$ cat config.mk
export PLATFORM = sky130hd
export DESIGN_NAME = sseg_scan_ctrl_flat
export DESIGN_NICKNAME = d
export VERILOG_FILES = /design/src/rtl/sseg_scan_ctrl_if.sv /design/src/rtl/sseg_scan_ctrl.sv /design/src/flat_wrapper.sv
export SDC_FILE = /design/constraint.sdc
export NUM_CORES = 1
export LEC_CHECK = 0
export ABC_AREA = 1
export CAP_MARGIN = 20
export CORE_MARGIN = 4
export CORE_UTILIZATION = 60
export CTS_CLUSTER_DIAMETER = 150
export CTS_CLUSTER_SIZE = 10
export DETAILED_ROUTE_END_ITERATION = 8
export DONT_BUFFER_PORTS = 1
export PLACE_DENSITY = 0.84
export SETUP_SLACK_MARGIN = 0.3
export SLEW_MARGIN = 20
export SYNTH_ARGS = -nofsm -noshare
export SYNTH_HDL_FRONTEND = slang
export SYNTH_SLANG_ARGS = --single-unit
$ cat constraint.sdc
create_clock -name clk -period 5.8 [get_ports clk]
set_input_delay 1.16 -clock clk [delete_from_list [all_inputs] [get_ports clk]]
set_output_delay 1.16 -clock clk [all_outputs]
set_load 0.05 [all_outputs]
$ cat src/rtl/sseg_scan_ctrl_if.sv
// Display-side bus of the seven-segment scan controller: word load strobe, enable and panel drive.
interface sseg_scan_ctrl_if;
   logic        en;
   logic        load;
   logic [15:0] digits;
   logic [3:0]  dp_en;
   logic        blank_lz;
   logic [3:0]  an;
   logic [7:0]  seg;
   logic        frame_start;

   modport master (
      output en, load, digits, dp_en, blank_lz,
      input  an, seg, frame_start
   );

   modport slave (
      input  en, load, digits, dp_en, blank_lz,
      output an, seg, frame_start
   );
endinterface

$ cat src/rtl/sseg_scan_ctrl.sv
// Four-digit multiplexed 7-seg scanner, double-buffered word, blank gaps, leading-zero blanking.
// Latency: outputs registered, one edge after the state/en they reflect; new words show next frame.
// Backpressure: none; load is a fire-and-forget strobe, last load before a frame boundary wins.
module sseg_scan_ctrl #(
   parameter int DIGIT_CYCLES = 100000,
   parameter int BLANK_CYCLES = 1000
) (
   input  logic             clk,
   input  logic             reset,
   sseg_scan_ctrl_if.slave  bus
);

   localparam int CMAX = (DIGIT_CYCLES > BLANK_CYCLES) ? DIGIT_CYCLES : BLANK_CYCLES;
   localparam int CW   = (CMAX > 1) ? $clog2(CMAX) : 1;
   localparam logic [CW-1:0] DLAST = CW'(DIGIT_CYCLES - 1);
   localparam logic [CW-1:0] BLAST = CW'(BLANK_CYCLES - 1);

   typedef enum logic {BLANK, ON} state_t;

   typedef struct packed {
      logic        lz;
      logic [3:0]  dp;
      logic [15:0] dig;
   } disp_t;

   disp_t           hold;
   disp_t           shadow;
   state_t          state;
   logic [1:0]      idx;
   logic [CW-1:0]   cnt;
   logic [3:0]      an_q;
   logic [7:0]      seg_q;
   logic            fs_q;

   state_t          nxt_state;
   logic [1:0]      nxt_idx;
   logic [CW-1:0]   nxt_cnt;
   logic            boundary;
   logic [3:0]      zero;
   logic [3:0]      sup;
   logic [3:0]      nib;
   logic [7:0]      seg_on;
   logic [3:0]      an_on;
   logic            lit;

   function automatic logic [7:0] hex_dec(input logic [3:0] v);
      logic [7:0] r;
      case (v)
         4'h0: r = 8'hC0;
         4'h1: r = 8'hF9;
         4'h2: r = 8'hA4;
         4'h3: r = 8'hB0;
         4'h4: r = 8'h99;
         4'h5: r = 8'h92;
         4'h6: r = 8'h82;
         4'h7: r = 8'hF8;
         4'h8: r = 8'h80;
         4'h9: r = 8'h90;
         4'hA: r = 8'h88;
         4'hB: r = 8'h83;
         4'hC: r = 8'hC6;
         4'hD: r = 8'hA1;
         4'hE: r = 8'h86;
         default: r = 8'h8E;
      endcase
      return r;
   endfunction

   always_comb begin
      nxt_state = state;
      nxt_idx   = idx;
      nxt_cnt   = cnt + 1'b1;
      boundary  = 1'b0;
      if (state == BLANK) begin
         if (cnt == BLAST) begin
            nxt_state = ON;
            nxt_cnt   = '0;
         end
      end else begin
         if (cnt == DLAST) begin
            nxt_state = BLANK;
            nxt_cnt   = '0;
            nxt_idx   = idx + 2'd1;
            boundary  = (idx == 2'd3);
         end
      end
   end

   // A digit is blank-able only if it and every digit to its left are zero with no dp.
   always_comb begin
      for (int j = 0; j < 4; j++) begin
         zero[j] = (shadow.dig[4*j +: 4] == 4'h0) && !shadow.dp[j];
      end
      sup = {zero[3],
             zero[3] & zero[2],
             zero[3] & zero[2] & zero[1],
             1'b0} & {4{shadow.lz}};
   end

   // Drive decode looks at the slot being entered so an/seg line up with the state register.
   always_comb begin
      nib    = shadow.dig[{nxt_idx, 2'b00} +: 4];
      seg_on = hex_dec(nib) & ~{shadow.dp[nxt_idx], 7'b0};
      an_on  = ~(4'b0001 << nxt_idx);
      lit    = bus.en && (nxt_state == ON) && !sup[nxt_idx];
   end

   always_ff @(posedge clk) begin
      if (reset) begin
         hold   <= '0;
         shadow <= '0;
         state  <= BLANK;
         idx    <= 2'd0;
         cnt    <= '0;
         an_q   <= 4'hF;
         seg_q  <= 8'hFF;
         fs_q   <= 1'b0;
      end else begin
         state <= nxt_state;
         idx   <= nxt_idx;
         cnt   <= nxt_cnt;
         if (bus.load) begin
            hold <= '{lz: bus.blank_lz, dp: bus.dp_en, dig: bus.digits};
         end
         if (boundary) begin
            shadow <= hold;
         end
         fs_q  <= boundary;
         an_q  <= lit ? an_on  : 4'hF;
         seg_q <= lit ? seg_on : 8'hFF;
      end
   end

   assign bus.an          = an_q;
   assign bus.seg         = seg_q;
   assign bus.frame_start = fs_q;

endmodule

$ cat src/flat_wrapper.sv
// flat-port wrapper written by rule: the top's interface ports become plain ports
module sseg_scan_ctrl_flat 
#(
   parameter int DIGIT_CYCLES = 100000,
   parameter int BLANK_CYCLES = 1000
)
  (clk, reset, bus_en, bus_load, bus_digits, bus_dp_en, bus_blank_lz, bus_an, bus_seg, bus_frame_start);
  sseg_scan_ctrl_if bus_i ();
  input  logic clk;
  input  logic reset;
  input wire logic [$bits(bus_i.en)-1:0] bus_en;
  input wire logic [$bits(bus_i.load)-1:0] bus_load;
  input wire logic [$bits(bus_i.digits)-1:0] bus_digits;
  input wire logic [$bits(bus_i.dp_en)-1:0] bus_dp_en;
  input wire logic [$bits(bus_i.blank_lz)-1:0] bus_blank_lz;
  output wire logic [$bits(bus_i.an)-1:0] bus_an;
  output wire logic [$bits(bus_i.seg)-1:0] bus_seg;
  output wire logic [$bits(bus_i.frame_start)-1:0] bus_frame_start;
  assign bus_i.en = bus_en;
  assign bus_i.load = bus_load;
  assign bus_i.digits = bus_digits;
  assign bus_i.dp_en = bus_dp_en;
  assign bus_i.blank_lz = bus_blank_lz;
  assign bus_an = bus_i.an;
  assign bus_seg = bus_i.seg;
  assign bus_frame_start = bus_i.frame_start;
  sseg_scan_ctrl #(.DIGIT_CYCLES(DIGIT_CYCLES), .BLANK_CYCLES(BLANK_CYCLES)) u_core (.clk(clk), .reset(reset), .bus(bus_i));
endmodule
==> flow_metrics.tcl <==
set metrics [dict create \
    outcome "completed" \
    ant_nets 0 \
    synth_nets 479 \
    netlist_instances 446 \
    insertion_delay_ps 350 \
    ir_worst_vdd_mv 0.213 \
    final_area_mm2 0.00364 \
    yosys_register_bits 75 \
    overflow 0 \
    rr_worst_depth 15 \
    fmax_mhz 377 \
    cts_resized 0 \
    hp-class "reg -> reg" \
    ys_warn_count 0 \
    worstReg2RegStart "u_core.cnt[0]" \
    drtIter0Drc 140 \
    slew_violations 0 \
    grtUsageMet2_pct 32.4 \
    grt_max_degree 44 \
    post_cts_buffers 0 \
    synth-edff-count 0 \
    drc 0 \
    setup_viol 0 \
    leakage_uw 0.00143 \
    n_antenna_cell 0 \
    worstSetupEndpoint "u_core.bus.seg[0]" \
    crit_path_start "u_core.cnt[0]" \
    antenna_found_initial 0 \
    grtUsageMet3_pct 5.26 \
    synth_top_area_share_pct 44.1 \
    avgRoutedWirePerCell_um 13.3 \
    crit_type "reg -> reg" \
    cts_tree "yes" \
    fin_crit_sh_pct 45.7 \
    vias 2768 \
    netlist_area_mm2 0.00341 \
    cts_buffers 9 \
    dpl-instance-area_mm2 0.00341 \
    r2r_slack_ps 3150 \
    synth_top_cell_by_area "dfxtp_1" \
    cp_data_arrival_time_ps 2890 \
    ys_types 36 \
    wirelength_mm 6.89 \
    rr_endpoint "u_core.bus.seg[0]" \
    finalHoldViolCount 0 \
    ys_top_cells_by_area "dfxtp_1, nor2_1, nand2_1, a211oi_1, nand3_1" \
    cts_root_buffer "clkbuf_8" \
    ctsHoldBuffers 0 \
    crit_path_end_kind "register" \
    nNetsFinal 473 \
    die_w_um 83.3 \
    clk_pin_slew_ps 80 \
    use_met1_pct 27.9 \
    tns_ps 0 \
    die_area_mm2 0.00695 \
    vias_per_cell 5.35 \
    start_util_pct 61.8 \
    final_common_cell "nor2_1" \
    globalplace.congestion 0.876 \
    die_y_um 83.3 \
    cp-start-kind "register" \
    rows 27 \
    async_flop_share_pct 0 \
    ys_seq_area_share_pct 44.1 \
    track_usage_pct 21.1 \
    htreeDepth 3 \
    first_global_vias 2703 \
    fin_skew_ps 7.30 \
    power-per-cell-area_mw_per_mm2 276 \
    firstDrtPassIters 4 \
    grt_first_pass_wirelength_mm 12.1 \
    avgSynthCellArea_um2 7.64 \
    fin_crit_ps 2650 \
    crit_fanout 11 \
    crit_required_ps 6040 \
    drv_cap 0 \
    syn2layout_area_growth_pct 6.76 \
    cts_buffer_depth 2 \
    drive_above_1_share_pct 11.5 \
    tightest_slew_ps 942 \
    dp.final_hpwl_mm 4.88 \
    clock-sinks 75 \
    rsz0062_at_grt "no" \
    io_buffers 0 \
    fill_cells 488 \
    synth_ff_type "dfxtp_1" \
    final_cell_mix "nor2_1, dfxtp_1, nand2_1" \
    ios 38 \
    core_area_mm2 0.00551 \
    top_usage_layer "met2" \
    maxSlewHeadroom_pct 37.1 \
]
state kept, by name, summed over array words and instances (netlist names):
signal	flops
u_core.shadow	21
u_core.bus.an	4
u_core.bus.seg	8
u_core.state	1
u_core.idx	2
u_core.cnt	17
u_core.hold	21
u_core.bus.frame_start	1
layout make-up:
cell class                      count  area, um2  share of cell area (%)
Clock buffer                       11        141                    3.89
Clock inverter                      5       85.1                    2.34
Inverter                           46        175                    4.82
Multi-Input combinational cell    307       1640                    45.0
Sequential cell                    75       1500                    41.3
Tap cell                           72       90.1                    2.48
Timing Repair Buffer                1       7.51                   0.206
synthesized netlist by cell type, types with 2 or more instances:
master,number
xor2_1,4
nor2_2,3
a21oi_1,2
o21ai_0,24
clkbuf_1,13
nor3_1,8
o21ai_1,2
nor4_1,3
nand2_1,68
dfxtp_1,75
nand3_2,9
buf_6,3
a211oi_1,23
ha_1,8
nand2_2,3
nor2_4,3
nor3b_1,4
xnor2_1,2
nand2_4,4
inv_2,7
nand4_1,6
nor2_1,92
inv_1,37
nand3_1,31
worst max-delay path, cell delays in order, from the launching register on:
cell and delay, ps:
dfxtp_1 360, ha_1 180, nand2_1 110, nor2_4 210
nand3_4 120, nand2_1 70, nand2_1 260, inv_2 270
nand3_1 110, nand2_1 200, inv_1 120, ha_1 240
nand3_1 90, nand2_1 60, nand2_1 60, nand3_1 70
through the flow:
step | util (%) | std cells | setup slack [ps] | hold slack (ps) | total power (uW)
after floorplan | - | 446 | 3690 | 418 | 564
after global placement | 61.9 | 501 | 3220 | 431 | 563
final | 66.0 | 517 | 3150 | 469 | 1010
after global routing | 66.0 | 517 | 2850 | 496 | 1040
after detailed placement | 61.9 | 501 | 3170 | 454 | 566
after CTS | 66.0 | 517 | 3150 | 468 | 1020
cells by family after synthesis:
| family | count (synthesis) | share of synthesized area (%) |
|---|---|---|
| adder cells (fa/ha/maj) | 8 | 2.94 |
| flip-flops | 75 | 44.1 |
| XOR/XNOR | 6 | 1.54 |
| AND/OR/NAND/NOR | 240 | 33.9 |
| buffers and inverters | 64 | 7.90 |
| AO/OA/AOI/OAI | 53 | 9.66 |
power by group:
group          internal (uW)  switching, uW  leakage, uW
Clock                    256            195     0.000110
Sequential               526           6.34     0.000611
Combinational           7.55           13.4     0.000713
worst min path at each step:
stage | from | end | slack (ps) | cells after the start
2_1_floorplan | u_core.cnt[0] | u_core.cnt[0] | 420 | 1
3_3_place_gp | u_core.cnt[0] | u_core.cnt[0] | 430 | 1
3_5_place_dp | u_core.cnt[0] | u_core.cnt[0] | 450 | 1
4_1_cts | u_core.cnt[0] | u_core.cnt[0] | 470 | 1
5_1_grt | u_core.shadow[3] | u_core.shadow[3] | 500 | 2
6_report | u_core.cnt[0] | u_core.cnt[0] | 470 | 1
routing by layer:
| layer | wire length, um | share of wire [%] |
|---|---|---|
| met2 | 3050 | 44 |
| met1 | 3340 | 48 |
| met5 | 0 | 0 |
| met3 | 379 | 5.5 |
| met4 | 124 | 1.8 |
No activity file was read; power rests on OpenSTA's default activity.
